`config.mk`:
```
export PLATFORM = sky130hd
export DESIGN_NAME = ext_bus_ctrl
export DESIGN_NICKNAME = d
export VERILOG_FILES = /design/src/rtl/ext_bus_ctrl.sv
export SDC_FILE = /design/constraint.sdc
export NUM_CORES = 1
export LEC_CHECK = 0
export BUFFER_PORTS_ARGS = -buffer_cell sky130_fd_sc_hd__buf_2
export CAP_MARGIN = 20
export CELL_PAD_IN_SITES_DETAIL_PLACEMENT = 0
export CELL_PAD_IN_SITES_GLOBAL_PLACEMENT = 1
export CORE_UTILIZATION = 30
export CTS_CLUSTER_DIAMETER = 40
export DETAILED_ROUTE_END_ITERATION = 10
export GPL_TIMING_DRIVEN = 0
export HOLD_SLACK_MARGIN = 0.06
export PLACE_DENSITY = 0.67
export SLEW_MARGIN = 40
export SYNTH_ARGS = -nofsm -noshare
export SYNTH_HDL_FRONTEND = slang
export SYNTH_SLANG_ARGS = --single-unit
```
`constraint.sdc`:
```
create_clock -name wb_clk_i -period 5.25 [get_ports wb_clk_i]
set_clock_uncertainty 0.1 [all_clocks]
set_input_delay 1.575 -clock wb_clk_i [delete_from_list [all_inputs] [get_ports wb_clk_i]]
set_output_delay 1.575 -clock wb_clk_i [all_outputs]
set_load 0.005 [all_outputs]
```
`src/rtl/ext_bus_ctrl.sv`:
```
`default_nettype none
// ============================================================================
// Module   : ext_bus_ctrl
// Purpose  : Multiplexed external bus controller: latched address segments,
//            wait-stated data phase, upper-segment latch caching.
// Revision : 1.0  initial release
// ============================================================================
module ext_bus_ctrl #(
  parameter int BUS_W  = 16,
  parameter int ADDR_W = 24,
  parameter int DATA_W = 32,
  parameter int WS_W   = 3
) (
  input  logic                                  wb_clk_i,
  input  logic                                  rst_n,
  input  logic                                  req_valid,
  output logic                                  req_ready,
  input  logic                                  req_we,
  input  logic [ADDR_W-1:0]                     req_addr,
  input  logic [DATA_W-1:0]                     req_wdata,
  input  logic [DATA_W/8-1:0]                   req_be,
  output logic                                  rsp_valid,
  output logic [DATA_W-1:0]                     rsp_rdata,
  input  logic [WS_W-1:0]                       wait_states,
  input  logic [1:0]                            strobe_mode,
  output logic [BUS_W-1:0]                      bus_out,
  input  logic [BUS_W-1:0]                      bus_in,
  output logic                                  bus_dir,
  output logic [(ADDR_W+BUS_W-1)/BUS_W-1:0]     le,
  output logic                                  oe_n,
  output logic [BUS_W/8-1:0]                    we_n
);

  localparam int c_n_le  = (ADDR_W + BUS_W - 1) / BUS_W;
  localparam int c_beats = DATA_W / BUS_W;
  localparam int c_bpb   = BUS_W / 8;
  localparam int c_be_w  = DATA_W / 8;
  localparam int c_bw    = (c_beats > 1) ? $clog2(c_beats) : 1;
  localparam int c_sw    = $clog2(c_n_le + 1);
  localparam int c_nc    = (c_n_le > 1) ? c_n_le - 1 : 1;
  localparam int c_ext_w = c_n_le * BUS_W;

  localparam logic [2:0] c_st_idle = 3'd0;
  localparam logic [2:0] c_st_addr = 3'd1;
  localparam logic [2:0] c_st_data = 3'd2;
  localparam logic [2:0] c_st_turn = 3'd3;
  localparam logic [2:0] c_st_resp = 3'd4;

  logic [2:0]            r_state, w_state_nxt;
  logic                  r_we;
  logic [ADDR_W-1:0]     r_addr;
  logic [DATA_W-1:0]     r_wdata;
  logic [c_be_w-1:0]     r_be;
  logic [WS_W-1:0]       r_ws, r_cnt;
  logic [1:0]            r_mode;
  logic [c_bw-1:0]       r_beat;
  logic [c_sw-1:0]       r_lim;
  logic [c_nc*BUS_W-1:0] r_cache;
  logic                  r_cache_vld;
  logic [DATA_W-1:0]     r_rbuf, r_rdata;

  logic [ADDR_W-1:0]     w_beat_addr;
  logic [c_ext_w-1:0]    w_addr_ext;
  logic [c_sw-1:0]       w_seg_sel;
  logic [BUS_W-1:0]      w_seg_val, w_wslice;
  logic [c_bpb-1:0]      w_be_slice, w_we_raw;
  logic [DATA_W-1:0]     w_rbuf_nxt;
  logic [c_bw:0]         w_first, w_next;
  logic                  w_last_beat;

  // Returns {found, index} of the first beat at or after start that needs a
  // bus cycle; writes with all byte enables clear need none.
  function automatic logic [c_bw:0] f_find_beat(input logic we,
                                                input logic [c_be_w-1:0] be,
                                                input int start);
    logic [c_bw:0] res;
    res = '0;
    for (int b = c_beats - 1; b >= 0; b--) begin
      if (b >= start && (!we || (|be[b*c_bpb +: c_bpb]))) begin
        res[c_bw]       = 1'b1;
        res[c_bw-1:0]   = c_bw'(b);
      end
    end
    return res;
  endfunction

  assign w_beat_addr = r_addr + ADDR_W'(r_beat) * ADDR_W'(c_bpb);
  assign w_last_beat = (r_beat == c_bw'(c_beats - 1));
  assign w_first     = f_find_beat(req_we, req_be, 0);
  assign w_next      = f_find_beat(r_we, r_be, int'(r_beat) + 1);

  // Highest upper segment below r_lim that misses the cache, else segment 0.
  always_comb begin
    w_addr_ext = '0;
    w_addr_ext[ADDR_W-1:0] = w_beat_addr;
    w_seg_sel = '0;
    for (int k = 1; k < c_n_le; k++) begin
      if (k < int'(r_lim) &&
          (!r_cache_vld || w_addr_ext[k*BUS_W +: BUS_W] != r_cache[(k-1)*BUS_W +: BUS_W]))
        w_seg_sel = c_sw'(k);
    end
    w_seg_val = '0;
    for (int k = 0; k < c_n_le; k++) begin
      if (w_seg_sel == c_sw'(k)) w_seg_val = w_addr_ext[k*BUS_W +: BUS_W];
    end
  end

  always_comb begin
    w_wslice   = '0;
    w_be_slice = '0;
    w_rbuf_nxt = r_rbuf;
    for (int b = 0; b < c_beats; b++) begin
      if (r_beat == c_bw'(b)) begin
        w_wslice                  = r_wdata[b*BUS_W +: BUS_W];
        w_be_slice                = r_be[b*c_bpb +: c_bpb];
        w_rbuf_nxt[b*BUS_W +: BUS_W] = bus_in;
      end
    end
  end

  always_ff @(posedge wb_clk_i or negedge rst_n) begin
    if (!rst_n) r_state <= c_st_idle;
    else        r_state <= w_state_nxt;
  end

  always_comb begin
    w_state_nxt = r_state;
    case (r_state)
      c_st_idle: if (req_valid) w_state_nxt = w_first[c_bw] ? c_st_addr : c_st_resp;
      c_st_addr: if (w_seg_sel == '0) w_state_nxt = c_st_data;
      c_st_data: begin
        if (r_cnt == '0) begin
          if (!r_we) w_state_nxt = w_last_beat ? c_st_resp : c_st_turn;
          else       w_state_nxt = w_next[c_bw] ? c_st_addr : c_st_resp;
        end
      end
      c_st_turn: w_state_nxt = c_st_addr;
      c_st_resp: w_state_nxt = c_st_idle;
      default:   w_state_nxt = c_st_idle;
    endcase
  end

  always_ff @(posedge wb_clk_i or negedge rst_n) begin
    if (!rst_n) begin
      r_we        <= 1'b0;
      r_addr      <= '0;
      r_wdata     <= '0;
      r_be        <= '0;
      r_ws        <= '0;
      r_cnt       <= '0;
      r_mode      <= '0;
      r_beat      <= '0;
      r_lim       <= '0;
      r_cache     <= '0;
      r_cache_vld <= 1'b0;
      r_rbuf      <= '0;
      r_rdata     <= '0;
    end else begin
      case (r_state)
        c_st_idle: begin
          if (req_valid) begin
            r_we    <= req_we;
            r_addr  <= req_addr;
            r_wdata <= req_wdata;
            r_be    <= req_be;
            r_ws    <= wait_states;
            r_mode  <= strobe_mode;
            r_beat  <= w_first[c_bw-1:0];
            r_lim   <= c_sw'(c_n_le);
          end
        end
        c_st_addr: begin
          for (int k = 1; k < c_n_le; k++) begin
            if (w_seg_sel == c_sw'(k)) r_cache[(k-1)*BUS_W +: BUS_W] <= w_seg_val;
          end
          if (w_seg_sel == '0) begin
            r_cache_vld <= 1'b1;
            r_cnt       <= r_ws;
          end else begin
            r_lim <= w_seg_sel;
          end
        end
        c_st_data: begin
          if (r_cnt != '0) begin
            r_cnt <= r_cnt - 1'b1;
          end else begin
            r_lim <= c_sw'(c_n_le);
            if (!r_we) begin
              r_rbuf <= w_rbuf_nxt;
              if (w_last_beat) r_rdata <= w_rbuf_nxt;
              else             r_beat  <= r_beat + 1'b1;
            end else begin
              r_beat <= w_next[c_bw-1:0];
            end
          end
        end
        default: ;
      endcase
    end
  end

  always_comb begin
    req_ready = (r_state == c_st_idle);
    rsp_valid = (r_state == c_st_resp);
    rsp_rdata = r_rdata;
    bus_out   = '0;
    bus_dir   = 1'b1;
    le        = '0;
    oe_n      = 1'b1;
    w_we_raw  = '1;
    case (r_state)
      c_st_addr: begin
        bus_dir = 1'b0;
        bus_out = w_seg_val;
        for (int k = 0; k < c_n_le; k++) le[k] = (w_seg_sel == c_sw'(k));
      end
      c_st_data: begin
        if (r_we) begin
          bus_dir  = 1'b0;
          bus_out  = w_wslice;
          w_we_raw = ~w_be_slice;
        end else begin
          oe_n = 1'b0;
        end
      end
      default: ;
    endcase
    // Clock-gated strobe shaping keeps we_n inside one half of the cycle.
    case (r_mode)
      2'd1:    we_n = w_we_raw | {c_bpb{wb_clk_i}};
      2'd2:    we_n = w_we_raw | {c_bpb{~wb_clk_i}};
      default: we_n = w_we_raw;
    endcase
  end

endmodule
`default_nettype wire
```
==> metrics.yaml, run 1 <==
status: "completed"
rsz0062_at_grt: "no"
p_int_mw: 3.27
dieArea_sq_mm: 0.0225
cpPeakStageDelay_ns: 0.22
fin_tns_setup_ns: 0
drv_slew: 0
syn_area_sq_mm: 0.00657
core_area_sq_mm: 0.0212
setup_viol: 0
syn_nets: 686
power.leakage_nw: 3.99
worstPathArrival_ns: 3.55
synth-edff-count: 0
cp-end-kind: "output port"
yosysWarnings: 0
layout_common_cells: "buf_2 (139), dfrtp_1 (138), nand2_1 (130)"
via_per_inst: 4.74
die_y_microns: 150
grt_antenna_before_repair: 0
syn_avg_cell_area_sq_um: 11.0
fillers: 2123
total_power_mw: 5.14
area_delta_synth_final_pct: 30.5
grt_pass1_vias: 5094
crit_chain: "clkbuf_16, xnor2_4, o21ai_4, clkbuf_16, or2_4, buf_6"
setup_ws_ns: 0.0208
crit_fanout: 2
drv_cap: 0
drive_above_1_share: 0.381
gp_congestion: 0.822
grt_max_degree: 74
io-pin-count: 141
min_to: "rsp_rdata[8]"
holdPathStages: 2
power_frac_clock: 0.269
relSlewSlack: 0.479
io_buffers: 140
die_w_microns: 150
r2r_start: "r_addr[1]"
worstSetupStartpointType: "clock port"
power_frac_comb: 0.365
grt_pass1_wl_mm: 28.4
ant_nets: 0
hp-start: "r_rbuf[8]"
cp_common_cell: "clkbuf_16"
cp_slowest_cell: "or2_4"
p_sw_frac: 0.365
wl_per_cell_microns: 17.1
ys_ff_latch: 139
final_util: 0.404
worst_r2r_path_depth: 12
ys_async_sr_fraction: 1.00
first_pass_iters: 4
criticalPathCategory: "clock port to output port"
seq_power_share: 0.366
synth_ff_type: "dfrtp_1"
syn_inst: 595
irDropWorstVdd_mv: 0.281
cp.required_ns: 3.58
synth_cell_type_count: 56
diodes: 0
rrSetupSlack_ns: 2.17
seq_area_frac_synth: 0.529
r2r-end: "r_cnt[1]"
hpwl_mm: 13.2
clk_pin_slew_ns: 0.07
gr-total-overflow: 0
layout_commonest_cell: "buf_2"
clk_latency_ns: 0.54
power.switching_mw: 1.88
totalWireLength_mm: 18.1
tritoncts: "yes"
first_iter_violations: 266
cellPowerDensity_mw_per_mm2: 600
tightest_slew_ns: 0.782
initial_utilization: 0.310
min_path_type: "register to register"
rows: 53
fin_nets: 861
via_count: 5011
drcViolationCount: 0
preCtsSetupSlack_ns: 0.282
hold_viol: 0
grt_use_total: 0.172
==> per-stage QoR <==
stage / area, sq um / hold slack [ns] / cells
3_5_place_dp: 7680 / 0.349 / 1012
4_1_cts: 8480 / 0.369 / 1054
3_3_place_gp: 7610 / 0.344 / 1010
5_1_grt: 8580 / 0.392 / 1058
6_report: 8580 / 0.369 / 1058
2_1_floorplan: 6570 / 0.333 / 595
==> power groups by stage <==
| stage | Sequential (mW) | Combinational, mW | Clock (mW) |
|---|---|---|---|
| floorplan | 1.81 | 1.22 | 0.0141 |
| global placement | 1.89 | 1.76 | 0.0166 |
| detailed placement | 1.90 | 1.78 | 0.0166 |
| CTS | 1.88 | 1.84 | 1.42 |
| global route | 1.95 | 2.08 | 1.46 |
| finish | 1.88 | 1.88 | 1.38 |
==> metal layers <==
metal | vias up | GRT usage | share of wire
met5 | - | 0 | 0
met1 | 2446 | 0.232 | 0.48
met2 | 122 | 0.257 | 0.45
met3 | 27 | 0.0527 | 0.051
li1 | 2416 | - | -
met4 | 0 | 0.0626 | 0.017
==> cell type report <==
| cell class | instances | area, sq um | area share |
|---|---|---|---|
| Sequential cell | 139 | 3480 | 0.406 |
| Multi-Input combinational cell | 414 | 2990 | 0.349 |
| Timing Repair Buffer | 151 | 860 | 0.100 |
| Clock buffer | 23 | 548 | 0.0639 |
| Tap cell | 275 | 344 | 0.0401 |
| Clock inverter | 15 | 171 | 0.0200 |
| Buffer | 32 | 151 | 0.0177 |
| Inverter | 9 | 33.8 | 0.00394 |
==> state kept, by name (all words and copies together), names as in the netlist, 4 cells and up <==
register and cells:
r_addr 24, r_be 4, r_cache 16, r_rbuf 16, r_wdata 32, rsp_rdata 32
==> cell families (layout without fill, tap and decap cells) <==
kind of cell,after synthesis,in the layout,share of synthesized area
fa+ha+maj,6,6,0.0114
buf+inv,42,230,0.0282
compound gates,59,59,0.0611
simple gates,217,217,0.152
xor+xnor,29,29,0.0449
mux,103,103,0.173
flops,139,139,0.529
==> worst max-delay path by stage <==
stage | slack [ns] | to | startpoint | depth (start not counted)
2_1_floorplan | 0.47 | we_n[0] | wb_clk_i | 3
3_3_place_gp | 0.30 | bus_out[5] | r_beat | 12
3_5_place_dp | 0.28 | bus_out[4] | r_beat | 12
4_1_cts | 0.01 | we_n[1] | wb_clk_i | 6
5_1_grt | 0.0007 | bus_out[15] | r_addr[1] | 12
6_report | 0.02 | we_n[1] | wb_clk_i | 6
==> synth_stat cells, types with 3 or more instances <==
| master | n | area, sq um |
|---|---|---|
| nand3_1 | 11 | 55.1 |
| dfrtp_1 | 139 | 3480 |
| nor4_1 | 5 | 31.3 |
| and2_1 | 12 | 75.1 |
| xnor2_1 | 10 | 87.6 |
| mux2_2 | 82 | 923 |
| o22a_1 | 4 | 35.0 |
| nor3b_1 | 3 | 22.5 |
| mux2i_1 | 21 | 210 |
| xnor3_1 | 3 | 67.6 |
| nand2b_1 | 4 | 25.0 |
| o21ai_0 | 19 | 95.1 |
| xor2_1 | 16 | 140 |
| a21oi_1 | 5 | 25.0 |
| and3_1 | 6 | 37.5 |
| and4_1 | 5 | 43.8 |
| ha_1 | 6 | 75.1 |
| inv_1 | 9 | 33.8 |
| nand2_1 | 130 | 488 |
| buf_1 | 7 | 26.3 |
| nand4_1 | 5 | 31.3 |
| nor3_1 | 4 | 20.0 |
| o22ai_1 | 12 | 75.1 |
| nor2_1 | 20 | 75.1 |
| buf_2 | 3 | 15.0 |
| clkbuf_1 | 18 | 67.6 |
==> critical path, delay by kind of cell <==
kind	cells	cell delay, ns
buffers and inverters	3	0.40
AND/OR/NAND/NOR	1	0.22
AO/OA/AOI/OAI	1	0.11
XOR/XNOR	1	0.19
==> timing repair <==
item | CTS | global route
endpoints found under the hold margin | 0 | 0
gates cloned | 0 | 1
setup endpoints to repair | 20 | 17
pin swaps | 7 | 5
buffers inserted | 6 | 4
gates resized for setup | 13 | 9
hold buffers | 0 | 0
No activity file was read; power rests on OpenSTA's default activity.
==> run 2: changes to the inputs <==
--- a/config.mk
+++ b/config.mk
@@ -7,7 +7,7 @@
 export LEC_CHECK = 0
 export BUFFER_PORTS_ARGS = -buffer_cell sky130_fd_sc_hd__buf_2
 export CAP_MARGIN = 20
-export CELL_PAD_IN_SITES_DETAIL_PLACEMENT = 0
+export CELL_PAD_IN_SITES_DETAIL_PLACEMENT = 1
 export CELL_PAD_IN_SITES_GLOBAL_PLACEMENT = 1
 export CORE_UTILIZATION = 30
 export CTS_CLUSTER_DIAMETER = 40
==> run 2 against run 1 <==
Sequential share of layout area unchanged. Critical path type unchanged. Clock power about the same. Cell count down 0.28%. Largest cell class unchanged. Combinational power about the same. Core utilization did not move. Routed wire length increased by 6.9%. Critical path depth unchanged. Non-clock buffer count down 3. Power increased by 1.3%. Final area did not move.
==> metrics.yaml, run 2 (synthesis gave the netlist of run 1 again) <==
clk_latency_ns: 0.54  # about the same
die_w_microns: 150  # unchanged
tritoncts: "yes"
via_per_inst: 4.81  # +1.6%
setup_viol: 0  # unchanged
first_pass_iters: 4  # unchanged
preCtsSetupSlack_ns: 0.259  # -0.0232 ns
io-pin-count: 141  # unchanged
cp_slowest_cell: "or2_4"
grt_use_total: 0.185  # +0.0139
area_delta_synth_final_pct: 30.5  # unchanged
gp_congestion: 0.822  # unchanged
core_area_sq_mm: 0.0212  # unchanged
fin_nets: 858  # -0.35%
tightest_slew_ns: 0.844  # +0.0617 ns
path_buf_inv: 3  # unchanged
min_period_ns: 5.19
grt_pass1_vias: 5480  # +7.6%
cp-end-kind: "output port"
drcViolationCount: 0  # unchanged
diodes: 0  # unchanged
layout_common_cells: "buf_2 (139), dfrtp_1 (138), nand2_1 (130)"
power.leakage_nw: 4.00  # about the same
fin_tns_setup_ns: 0  # unchanged
grt_antenna_before_repair: 2  # +2
setup_ws_ns: 0.0551  # +0.0343 ns
cellPowerDensity_mw_per_mm2: 608  # +1.3%
hpwl_mm: 14.0  # +6.3%
ant_nets: 0  # unchanged
cp.required_ns: 3.58  # about the same
fmax_mhz: 194
rows: 53  # unchanged
criticalPathCategory: "clock port to output port"
totalWireLength_mm: 19.4  # +6.9%
crit_chain: "clkbuf_16, xnor2_4, o21ai_4, clkbuf_16, or2_4, buf_6"
die_y_microns: 150  # unchanged
via_count: 5076  # +1.3%
cp_common_cell: "clkbuf_16"
ctsHoldBuffers: 0  # unchanged
irDropWorstVdd_mv: 0.263  # -6.3%
crit_fanout: 2  # unchanged
layout_commonest_cell: "buf_2"
io_buffers: 140  # unchanged
first_iter_violations: 180  # -32%
initial_utilization: 0.310  # unchanged
min_path_type: "register to register"
grt_pass1_wl_mm: 30.8  # +8.6%
drive_above_1_share: 0.378  # -0.00238
period_share: 0.989
relSlewSlack: 0.436  # -0.0423
drv_cap: 0  # unchanged
dieArea_sq_mm: 0.0225  # unchanged
status: "completed"
worstSetupStartpointType: "clock port"
path_delay_family: "buffers and inverters"
gr-total-overflow: 0  # unchanged
cpPeakStageDelay_ns: 0.24  # +0.02 ns
grt_max_degree: 74  # unchanged
worstPathArrival_ns: 3.52  # -0.03 ns
drv_slew: 0  # unchanged
final_util: 0.404  # unchanged
clk_pin_slew_ns: 0.07  # about the same
total_power_mw: 5.21  # +1.3%
wl_per_cell_microns: 18.4  # +7.2%
hold_viol: 0  # unchanged
[run 2: cell count changes in the layout (fill, tap and decap cells not counted)]
cell and change:
buf_6 -1, inv_6 -3, clkbuf_1 -1, inv_12 +1, buf_4 -2, nor3b_1 +1
nor3b_2 -1, inv_8 +2, clkinvlp_4 -2, clkinv_4 +2, buf_12 +1
[run 2: worst paths after layout]
check	start	end	slack, ns	depth (start not counted)
min reg2reg	r_rbuf[2]	rsp_rdata[2]	0.36	2
min in group asynchronous	rst_n	r_addr[12]	0.90	2
max reg2reg	r_beat	r_state[1]	2.15	13
max in group asynchronous	rst_n	r_beat	3.45	3
max	wb_clk_i	we_n[1]	0.06	6
min	r_rbuf[2]	rsp_rdata[2]	0.36	2
[run 2: power by group]
| part | internal [mW] | switching (mW) |
|---|---|---|
| clock network | 0.778 | 0.625 |
| registers | 1.54 | 0.364 |
| logic | 0.953 | 0.949 |
[run 2: per-layer routing]
metal,share of wire,global-route usage
met1,0.45,0.239
met2,0.48,0.293
met3,0.050,0.0573
met4,0.016,0.0636
met5,0.00041,0
[run 2: final cells by class]
type	count	area, sq um
fillers	2392	12600
clock buffers	23	548
well taps	275	344
inverters	9	33.8
clock inverters	15	186
flip-flops and latches	139	3480
repair buffers	149	853
multi-input cells	414	2980
plain buffers	31	148
[run 2: worst min-delay path, cell delays in order, from the launching register on]
cell,delay [ns]
dfrtp_1,0.34
nand2_1,0.05
nand2_1,0.05
[run 2: what timing repair did]
| action | 4_1_cts | 5_1_grt |
|---|---|---|
| setup buffers | 4 | 4 |
| pin swaps | 6 | 6 |
| endpoints found under the setup margin | 20 | 19 |
| gates cloned | 0 | 1 |
| resized for setup | 13 | 8 |
[run 2: through the flow]
stage          instances  hold WS [ns]  cell area [sq um]
2_1_floorplan        595         0.333               6570
3_3_place_gp        1010         0.344               7610
3_5_place_dp        1012         0.350               7680
4_1_cts             1052         0.368               8500
5_1_grt             1055         0.395               8580
6_report            1055         0.363               8580
==> run 3: changes to the inputs <==
--- a/config.mk
+++ b/config.mk
@@ -14,7 +14,7 @@
 export DETAILED_ROUTE_END_ITERATION = 10
 export GPL_TIMING_DRIVEN = 0
 export HOLD_SLACK_MARGIN = 0.06
-export PLACE_DENSITY = 0.67
+export PLACE_DENSITY_LB_ADDON = 0.1
 export SLEW_MARGIN = 40
 export SYNTH_ARGS = -nofsm -noshare
 export SYNTH_HDL_FRONTEND = slang
==> run 3 against run 2 <==
Sequential power barely moved. Power rose by 2.0%. Via count rose by 0.63%. Sequential share of layout area fell by 0.72 points. Core utilization rose by 0.73 points. Worst setup slack improved by 0.0023 ns. Combinational power rose by 4%. Register-to-register slack improved by 0.14 ns. Count of clock-buffer cells in the layout rose by 1. Routed wire length rose by 1.3%.
==> metrics.yaml, run 3 (synthesis gave the netlist of run 1 again) <==
status: "completed"
timing.hold.ws_ns: 0.372  # +0.00861 ns
placed_area_sq_mm: 0.00768  # unchanged
hpwl_mm: 14.4  # +2.7%
rows: 53  # unchanged
min_path_type: "register to register"
drcViolationCount: 0  # unchanged
layout_commonest_cell: "buf_2"
layout_common_cells: "buf_2 (139), dfrtp_1 (138), nand2_1 (130)"
fin_nets: 863  # +0.58%
grt_use_total: 0.189  # +0.00310
setup_viol: 0  # unchanged
first_pass_iters: 4  # unchanged
first_iter_violations: 174  # -3.3%
tritoncts: "yes"
area_delta_synth_final_pct: 32.9
grt_antenna_before_repair: 2  # unchanged
final_util: 0.411  # +0.00725
initial_utilization: 0.310  # unchanged
crit_fanout: 2  # unchanged
hp-start: "r_rbuf[6]"
ant_nets: 0  # unchanged
wl_per_cell_microns: 18.5  # +0.76%
worstSetupStartpointType: "clock port"
die_y_microns: 150  # unchanged
irDropWorstVdd_mv: 0.226  # -14%
criticalPathCategory: "clock port to output port"
relSlewSlack: 0.438  # +0.00136
grt_pass1_vias: 5549  # +1.3%
hold_viol: 0  # unchanged
tightest_slew_ns: 0.842  # -0.00204 ns
clk_pin_slew_ns: 0.07  # about the same
via_count: 5108  # +0.63%
worst_r2r_path_depth: 11  # -2
core_area_sq_mm: 0.0212  # unchanged
power.leakage_nw: 4.04  # +1.1%
totalWireLength_mm: 19.6  # +1.3%
io_buffers: 140  # unchanged
grt_pass1_wl_mm: 31.1  # +0.98%
holdPathStages: 2  # unchanged
final_area_sq_mm: 0.00873  # +1.8%
grt_max_degree: 68  # -8.1%
cp-end-kind: "output port"
via_per_inst: 4.81  # about the same
cp.required_ns: 3.58  # about the same
gr-total-overflow: 0  # unchanged
ctsHoldBuffers: 0  # unchanged
r2r_start: "r_beat"
fillers: 2385  # -0.29%
drv_slew: 0  # unchanged
crit_start: "wb_clk_i"
gp_congestion: 0.763  # -7.1%
worstPathArrival_ns: 3.52  # about the same
drv_cap: 0  # unchanged
cellPowerDensity_mw_per_mm2: 608  # +0.15%
die_w_microns: 150  # unchanged
clk_latency_ns: 0.54  # about the same
io-pin-count: 141  # unchanged
dieArea_sq_mm: 0.0225  # unchanged
drive_above_1_share: 0.397  # +0.0192
-- run 3: changes by cell type in the layout (fill, tap and decap cells not counted), sizes merged --
cell / previous run / this run
clkbuf: 41 / 42
inv: 18 / 17
bufinv: 0 / 2
clkinv: 6 / 4
buf: 162 / 167
diode: 0 / 1
-- run 3: through the flow --
step           total power, mW  instances  TNS [ns]  setup slack (ns)
4_1_cts                   5.25       1054         0           0.00350
3_5_place_dp              3.75       1012         0             0.246
6_report                  5.31       1061         0            0.0574
2_1_floorplan             3.04        595         0             0.466
5_1_grt                   5.68       1060    -0.198           -0.0357
3_3_place_gp              3.67       1010         0             0.276
-- run 3: critical path: stages --
cell	delay (ns)
clkbuf_16	0.13
xnor2_4	0.16
o21ai_4	0.10
clkbuf_16	0.15
or2_4	0.22
buf_6	0.11
-- run 3: path summary, 6_finish.rpt --
kind | endpoint | slack [ns]
setup / recovery | we_n[1] | 0.06
hold / removal | rsp_rdata[6] | 0.37
setup reg to reg | r_cache[3] | 2.29
hold reg to reg | rsp_rdata[6] | 0.37
max in group asynchronous | rsp_rdata[24] | 3.75
min in group asynchronous | r_addr[9] | 0.74
-- run 3: cell type report --
| type | count | area (sq um) | share of cell area |
|---|---|---|---|
| sequential | 139 | 3480 | 0.399 |
| tap | 275 | 344 | 0.0394 |
| antenna | 1 | 2.50 | 0.000287 |
| inverter | 9 | 33.8 | 0.00387 |
| timing repair buffer | 153 | 875 | 0.100 |
| clock inverter | 14 | 173 | 0.0198 |
| buffer | 32 | 163 | 0.0186 |
| multi-input combinational | 414 | 3100 | 0.355 |
| clock buffer | 24 | 562 | 0.0643 |
-- run 3: where the power goes --
| group | switching (mW) | leakage (nW) | internal, mW |
|---|---|---|---|
| sequential | 0.359 | 1.65 | 1.54 |
| combinational | 0.990 | 2.00 | 0.992 |
| clock | 0.570 | 0.383 | 0.859 |
| total | 1.92 | 4.04 | 3.39 |
-- run 3: per-layer routing --
metal  wire length (microns)  vias up  GRT usage  part of all wire
met4                     249        2     0.0657             0.013
met5                       8        -          0           0.00041
li1                        -     2407          -                 -
met2                    9470      101      0.291              0.48
met3                     972       20     0.0598             0.049
met1                    8940     2578      0.247              0.46
-- run 3: what timing repair did --
item,4_1_cts,5_1_grt
pin swaps,7,10
gates cloned,0,1
buffers inserted,6,6
resized for setup,15,26
endpoints found under the setup margin,20,19
